### src/rtl/ktop_counter_pkg.sv
// rtl/ktop_counter_pkg.sv - shared types and op decode for the ktop counter bank
package ktop_counter_pkg;

    typedef enum logic [1:0] {
        CNT_HOLD,
        CNT_LOAD,
        CNT_UP,
        CNT_DOWN
    } cnt_op_t;

    // Load wins over counting; incr and decr together cancel to a hold.
    function automatic cnt_op_t cnt_decode(
        input logic load,
        input logic incr,
        input logic decr
    );
        cnt_op_t op;
        if (load) begin
            op = CNT_LOAD;
        end else if (incr && !decr) begin
            op = CNT_UP;
        end else if (!incr && decr) begin
            op = CNT_DOWN;
        end else begin
            op = CNT_HOLD;
        end
        return op;
    endfunction

endpackage

### src/rtl/ktop_counter_lane.sv
// rtl/ktop_counter_lane.sv - one up/down counter channel with registered flags and overflow event
module ktop_counter_lane
    import ktop_counter_pkg::*;
#(
    parameter int                 C_WIDTH      = 16,
    parameter int                 C_STEP_WIDTH = 4,
    parameter int                 C_SATURATE   = 0,
    parameter logic [C_WIDTH-1:0] C_INIT       = '0
) (
    input  logic                    clk,
    input  logic                    rst,
    input  logic                    clken,
    input  logic                    load,
    input  logic                    incr,
    input  logic                    decr,
    input  logic [C_STEP_WIDTH-1:0] step,
    input  logic [C_WIDTH-1:0]      load_value,
    output logic [C_WIDTH-1:0]      count,
    output logic                    is_zero,
    output logic                    is_max,
    output logic                    ovf
);

    localparam logic [C_WIDTH-1:0] MAX_VAL = {C_WIDTH{1'b1}};

    logic [C_WIDTH-1:0] count_q, count_d;
    logic               is_zero_q, is_zero_d;
    logic               is_max_q, is_max_d;
    logic               ovf_q, ovf_d;
    logic [C_WIDTH:0]   step_ext;
    logic [C_WIDTH:0]   sum;
    logic [C_WIDTH:0]   diff;
    cnt_op_t            op;

    // Next count: one extra bit on add/sub exposes carry/borrow for wrap or clamp.
    always_comb begin
        op       = cnt_decode(load, incr, decr);
        step_ext = {{(C_WIDTH + 1 - C_STEP_WIDTH){1'b0}}, step};
        sum      = {1'b0, count_q} + step_ext;
        diff     = {1'b0, count_q} - step_ext;
        count_d  = count_q;
        ovf_d    = 1'b0;
        if (clken) begin
            case (op)
                CNT_LOAD: begin
                    count_d = load_value;
                end
                CNT_UP: begin
                    if (sum[C_WIDTH]) begin
                        count_d = (C_SATURATE != 0) ? MAX_VAL : sum[C_WIDTH-1:0];
                        ovf_d   = 1'b1;
                    end else begin
                        count_d = sum[C_WIDTH-1:0];
                    end
                end
                CNT_DOWN: begin
                    if (diff[C_WIDTH]) begin
                        count_d = (C_SATURATE != 0) ? '0 : diff[C_WIDTH-1:0];
                        ovf_d   = 1'b1;
                    end else begin
                        count_d = diff[C_WIDTH-1:0];
                    end
                end
                default: begin
                    count_d = count_q;
                end
            endcase
        end
        is_zero_d = (count_d == '0);
        is_max_d  = (count_d == MAX_VAL);
    end

    // Count and flags register together so flags always describe the visible count.
    always_ff @(posedge clk) begin
        if (rst) begin
            count_q   <= C_INIT;
            is_zero_q <= (C_INIT == '0);
            is_max_q  <= (C_INIT == MAX_VAL);
            ovf_q     <= 1'b0;
        end else begin
            count_q   <= count_d;
            is_zero_q <= is_zero_d;
            is_max_q  <= is_max_d;
            ovf_q     <= ovf_d;
        end
    end

    assign count   = count_q;
    assign is_zero = is_zero_q;
    assign is_max  = is_max_q;
    assign ovf     = ovf_q;

endmodule

### src/rtl/ktop_counter_bank.sv
// rtl/ktop_counter_bank.sv - bank of independent up/down counters with packed per-channel buses
module ktop_counter_bank
    import ktop_counter_pkg::*;
#(
    parameter int                 C_WIDTH      = 16,
    parameter int                 C_CHANNELS   = 4,
    parameter int                 C_STEP_WIDTH = 4,
    parameter int                 C_SATURATE   = 0,
    parameter logic [C_WIDTH-1:0] C_INIT       = '0
) (
    input  logic                               clk,
    input  logic                               rst,
    input  logic                               clken,
    input  logic [C_CHANNELS-1:0]              load,
    input  logic [C_CHANNELS-1:0]              incr,
    input  logic [C_CHANNELS-1:0]              decr,
    input  logic [C_CHANNELS*C_STEP_WIDTH-1:0] step,
    input  logic [C_CHANNELS*C_WIDTH-1:0]      load_value,
    output logic [C_CHANNELS*C_WIDTH-1:0]      count,
    output logic [C_CHANNELS-1:0]              is_zero,
    output logic [C_CHANNELS-1:0]              is_max,
    output logic [C_CHANNELS-1:0]              ovf,
    output logic                               all_zero
);

    for (genvar i = 0; i < C_CHANNELS; i++) begin : g_lane
        ktop_counter_lane #(
            .C_WIDTH      (C_WIDTH),
            .C_STEP_WIDTH (C_STEP_WIDTH),
            .C_SATURATE   (C_SATURATE),
            .C_INIT       (C_INIT)
        ) u_lane (
            .clk        (clk),
            .rst        (rst),
            .clken      (clken),
            .load       (load[i]),
            .incr       (incr[i]),
            .decr       (decr[i]),
            .step       (step[i*C_STEP_WIDTH +: C_STEP_WIDTH]),
            .load_value (load_value[i*C_WIDTH +: C_WIDTH]),
            .count      (count[i*C_WIDTH +: C_WIDTH]),
            .is_zero    (is_zero[i]),
            .is_max     (is_max[i]),
            .ovf        (ovf[i])
        );
    end

    assign all_zero = &is_zero;

endmodule
### config.mk
export PLATFORM = sky130hd
export DESIGN_NAME = ktop_counter_bank
export DESIGN_NICKNAME = d
export VERILOG_FILES = /design/src/rtl/ktop_counter_pkg.sv /design/src/rtl/ktop_counter_lane.sv /design/src/rtl/ktop_counter_bank.sv
export SDC_FILE = /design/constraint.sdc
export NUM_CORES = 1
export LEC_CHECK = 0
export ABC_CLOCK_PERIOD_IN_PS = 3300
export BUFFER_PORTS_ARGS = -buffer_cell sky130_fd_sc_hd__buf_4
export CAP_MARGIN = 20
export CORE_AREA = 3 3 121 123
export CTS_CLUSTER_DIAMETER = 50
export DETAILED_ROUTE_END_ITERATION = 7
export DIE_AREA = 0 0 124 126
export GPL_TIMING_DRIVEN = 0
export PLACE_DENSITY = 0.81
export SYNTH_ARGS = -nofsm -noshare
export SYNTH_HDL_FRONTEND = slang
export SYNTH_SLANG_ARGS = --single-unit
export TNS_END_PERCENT = 30
### constraint.sdc
create_clock -name clk -period 3.3 [get_ports clk]
set_input_delay 0.495 -clock clk [delete_from_list [all_inputs] [get_ports clk]]
set_output_delay 0.495 -clock clk [all_outputs]
set_load 0.02 [all_outputs]
==> metrics.yaml <==
synth_top_flop_cell: "dfxtp_1"
r2r-start: "g_lane[0].u_lane.count[1]$_SDFF_PP0_"
nets: 1374
clock-sinks: 76
cts_root_buffer: "clkbuf_16"
ys_warn_count: 0
critPathCaptureType: "register"
crit_required_ns: 3.57
drtIter0Drc: 1389
critPathLaunchType: "input port"
rr_endpoint: "g_lane[0].u_lane.is_max$_SDFF_PP0_"
synth_seq_cells: 76
grtUsageMet2_pct: 52.1
finalSetupViolations: 0
grt_pass1_wl_um: 42000
post-cts-setup-buffers: 0
clock.fmax_ghz: 0.309
seqPwrFrac_pct: 30.9
synth_edf_count: 0
hold_viol_final: 0
finalMaxSlewViolations: 0
pwr-share-comb_pct: 38.0
dieHeight_um: 126
pre_cts_ws_ns: -0.769
synth_nets: 1192
grtUsageMet1_pct: 46.2
viasPerCell: 6.52
relSlewSlack_pct: 42.7
die_x_um: 124
num_rows: 43
dr.pass1.iters: 5
die_area_mm2: 0.0156
path_common_cell: "clkbuf_1"
endpoint: "g_lane[0].u_lane.is_max$_SDFF_PP0_"
peakVddDrop_mv: 0.288
dpl_cell_area_mm2: 0.00905
top_level_ports: 172
seq_area_frac_synth_pct: 20.2
fin_crit_ns: 3.23
setup_slack_ns: 0.0685
antenna_cells: 0
clock_skew_ns: 0.00461
synth_cell_types: 77
grt_setup_unrepaired: "true"
grt_antenna_before_repair: 0
routabilityCongestion: 1.02
numCtsBuffers: 9
final_antenna_net_count: 0
p_switching_mw: 1.31
hp-class: "in -> reg"
powerDensity_mw_per_mm2: 356
p_int_mw: 2.10
cts_max_level: 3
fillCellCount: 1237
power_frac_clock_pct: 31.1
top_usage_layer: "met2"
syn_to_final_growth_pct: 26.8
crit_fanout: 10
syn_area_mm2: 0.00754
grt_usage_pct: 33.5
core_area_mm2: 0.0138
avgSynthCellArea_um2: 7.19
drive_gt1_share_pct: 20.5
syn_inst: 1049
ys_async_sr_fraction_pct: 0
grt_overflow: 0
hold_buffers: 0
grt_max_degree: 15
cts_tree: "done"
vias: 9237
cts_buffer_depth: 2
max_stage_delay_ns: 0.68
drcViolationCount: 0
drv_cap: 0
start_util_pct: 54.8
switching_share_pct: 38.4
status: "complete, no violations"
dp_hpwl_um: 20500
grt_pass1_vias: 8230
cpMaxStageDelayCell: "or4b_2"
reg2reg_depth: 10
path_cells: "buf_4 -> inv_1 -> ha_1 -> clkbuf_1 -> o31ai_2 -> clkbuf_1 -> a31oi_1 -> or4b_2 -> nor4_4 -> and4b_1"
ff2ff_setup_slack_ns: 0.09
avgRoutedWirePerCell_um: 19.4
drt_wl_total_um: 27500
clock_latency_ns: 0.34
crit_start: "incr[0]"
fin_crit_sh_pct: 97.9
portBuffers: 170
cp.arrival_ns: 3.50
final_area_mm2: 0.00957
timing_worst_setup_path_type: "in -> reg"
worstMarginPinSlew_ns: 0.858
path_clk_slew_ns: 0.06
p_leak_nw: 3.91
use_met3_pct: 4.80
-- cell usage after synthesis, types with 7 or more instances --
library cell    n  area, um^2
a211oi_1       13        97.6
a21oi_1        59         295
a221oi_1        8        70.1
a22oi_1         9        67.6
a31oi_1        27         169
a32oi_1         8        70.1
and2_1         32         200
and3_1         16         100
buf_4          12        90.1
clkbuf_1       71         267
dfxtp_1        76        1520
fa_1            8         160
ha_1           40         500
inv_1          45         169
mux2i_1        16         160
nand2_1        73         274
nand2b_1        7        43.8
nand3_1        32         160
nand4_1        24         150
nor2_1        121         454
nor2b_1        20         125
nor3_1         36         180
nor3b_1         9        67.6
nor4_1         24         150
o211ai_1       11        82.6
o21a_1         10        75.1
o21ai_0        59         295
o31a_1          9        78.8
o31ai_1        15         113
or3_1          12        75.1
or4_1           7        52.6
xnor2_1        10        87.6
xor2_1         10        87.6
-- power groups by stage --
stage / sequential [mW] / combinational [mW] / clock (mW)
final: 1.05 / 1.30 / 1.06
after global routing: 1.06 / 1.40 / 1.10
after CTS: 1.05 / 1.23 / 1.05
after detailed placement: 1.07 / 1.22 / 0
after global placement: 1.07 / 1.20 / 0
after floorplan: 1.10 / 0.753 / 0
-- worst max-delay path: cells and delay by family --
family / cells / cell delay [ns]
and+or+nand+nor: 3 / 1.24
buffers and inverters: 4 / 0.85
adders and majority gates: 1 / 0.19
AOI/OAI and AO/OA: 2 / 0.71
-- per-layer routing --
| metal | routed length (um) | vias to the layer above | part of all wire [%] |
|---|---|---|---|
| met5 | 0 | - | 0 |
| met4 | 1010 | 0 | 3.7 |
| met3 | 2790 | 85 | 10 |
| met2 | 12400 | 602 | 45 |
| met1 | 11300 | 4271 | 41 |
| li1 | - | 4279 | - |
-- kinds of logic (layout without fill, tap and decap cells) --
kind of cell,count (synthesis),count (layout),synth area share (%)
AND/OR/NAND/NOR,442,442,30.4
flip-flops,76,76,20.2
buffers and inverters,130,317,7.08
XOR/XNOR,20,20,2.32
AO/OA/AOI/OAI,315,315,28.8
multiplexers,18,18,2.42
adder cells (fa/ha/maj),48,48,8.76
-- worst min path at each step --
stage,start,to,depth (start not counted)
2_1_floorplan,rst,g_lane[0].u_lane.count[2]$_SDFF_PP0_,1
6_report,rst,g_lane[0].u_lane.count[2]$_SDFF_PP0_,2
4_1_cts,rst,g_lane[0].u_lane.count[2]$_SDFF_PP0_,2
3_5_place_dp,g_lane[1].u_lane.count[0]$_SDFF_PP0_,g_lane[1].u_lane.count[0]$_SDFF_PP0_,2
3_3_place_gp,g_lane[2].u_lane.count[0]$_SDFF_PP0_,g_lane[2].u_lane.count[0]$_SDFF_PP0_,2
5_1_grt,rst,g_lane[0].u_lane.count[2]$_SDFF_PP0_,2
-- what timing repair did --
| item | in CTS | in global routing |
|---|---|---|
| endpoints found under the hold margin | 0 | 0 |
| pin swaps | 0 | 1 |
| resized for setup | 7 | 37 |
| endpoints found under the setup margin | 4 | 9 |
-- cell usage in the layout (no fill, tap or decap), types with 26 or more instances in the layout --
master / Yosys / layout
dfxtp_1: 76 / 74
inv_1: 45 / 45
nand3_1: 32 / 32
nand2_1: 73 / 73
ha_1: 40 / 39
buf_4: 12 / 183
o21ai_0: 59 / 58
a21oi_1: 59 / 57
nor2_1: 121 / 121
and2_1: 32 / 32
a31oi_1: 27 / 26
clkbuf_1: 71 / 67
nor3_1: 36 / 33
-- sequential cells by signal, indices dropped and copies added (netlist names) --
signal and count:
g_lane.u_lane.count 64, g_lane.u_lane.is_max 4, g_lane.u_lane.is_zero 4, g_lane.u_lane.ovf 4
-- through the flow --
| stage | utilization (%) | hold slack [ns] | setup TNS [ns] | power [mW] | cells |
|---|---|---|---|---|---|
| floorplan | - | 0.575 | 0 | 1.86 | 1049 |
| CTS | 68.2 | 0.443 | -0.0129 | 3.33 | 1416 |
| global placement | 65.7 | 0.581 | -4.27 | 2.27 | 1399 |
| global route | 69.4 | 0.459 | -0.0201 | 3.56 | 1416 |
| finish | 69.4 | 0.441 | 0 | 3.40 | 1416 |
| detailed placement | 65.7 | 0.589 | -4.20 | 2.28 | 1400 |
-- cell type report --
type | instances | area [um^2] | area share, %
buffer | 85 | 370 | 3.87
clock buffer | 10 | 239 | 2.50
clock inverter | 6 | 71.3 | 0.746
inverter | 45 | 169 | 1.77
multi-input combinational | 843 | 5680 | 59.4
sequential | 76 | 1520 | 15.9
tap | 180 | 225 | 2.35
timing repair buffer | 171 | 1280 | 13.4
Note: power is estimated with default switching activity, not from simulation.
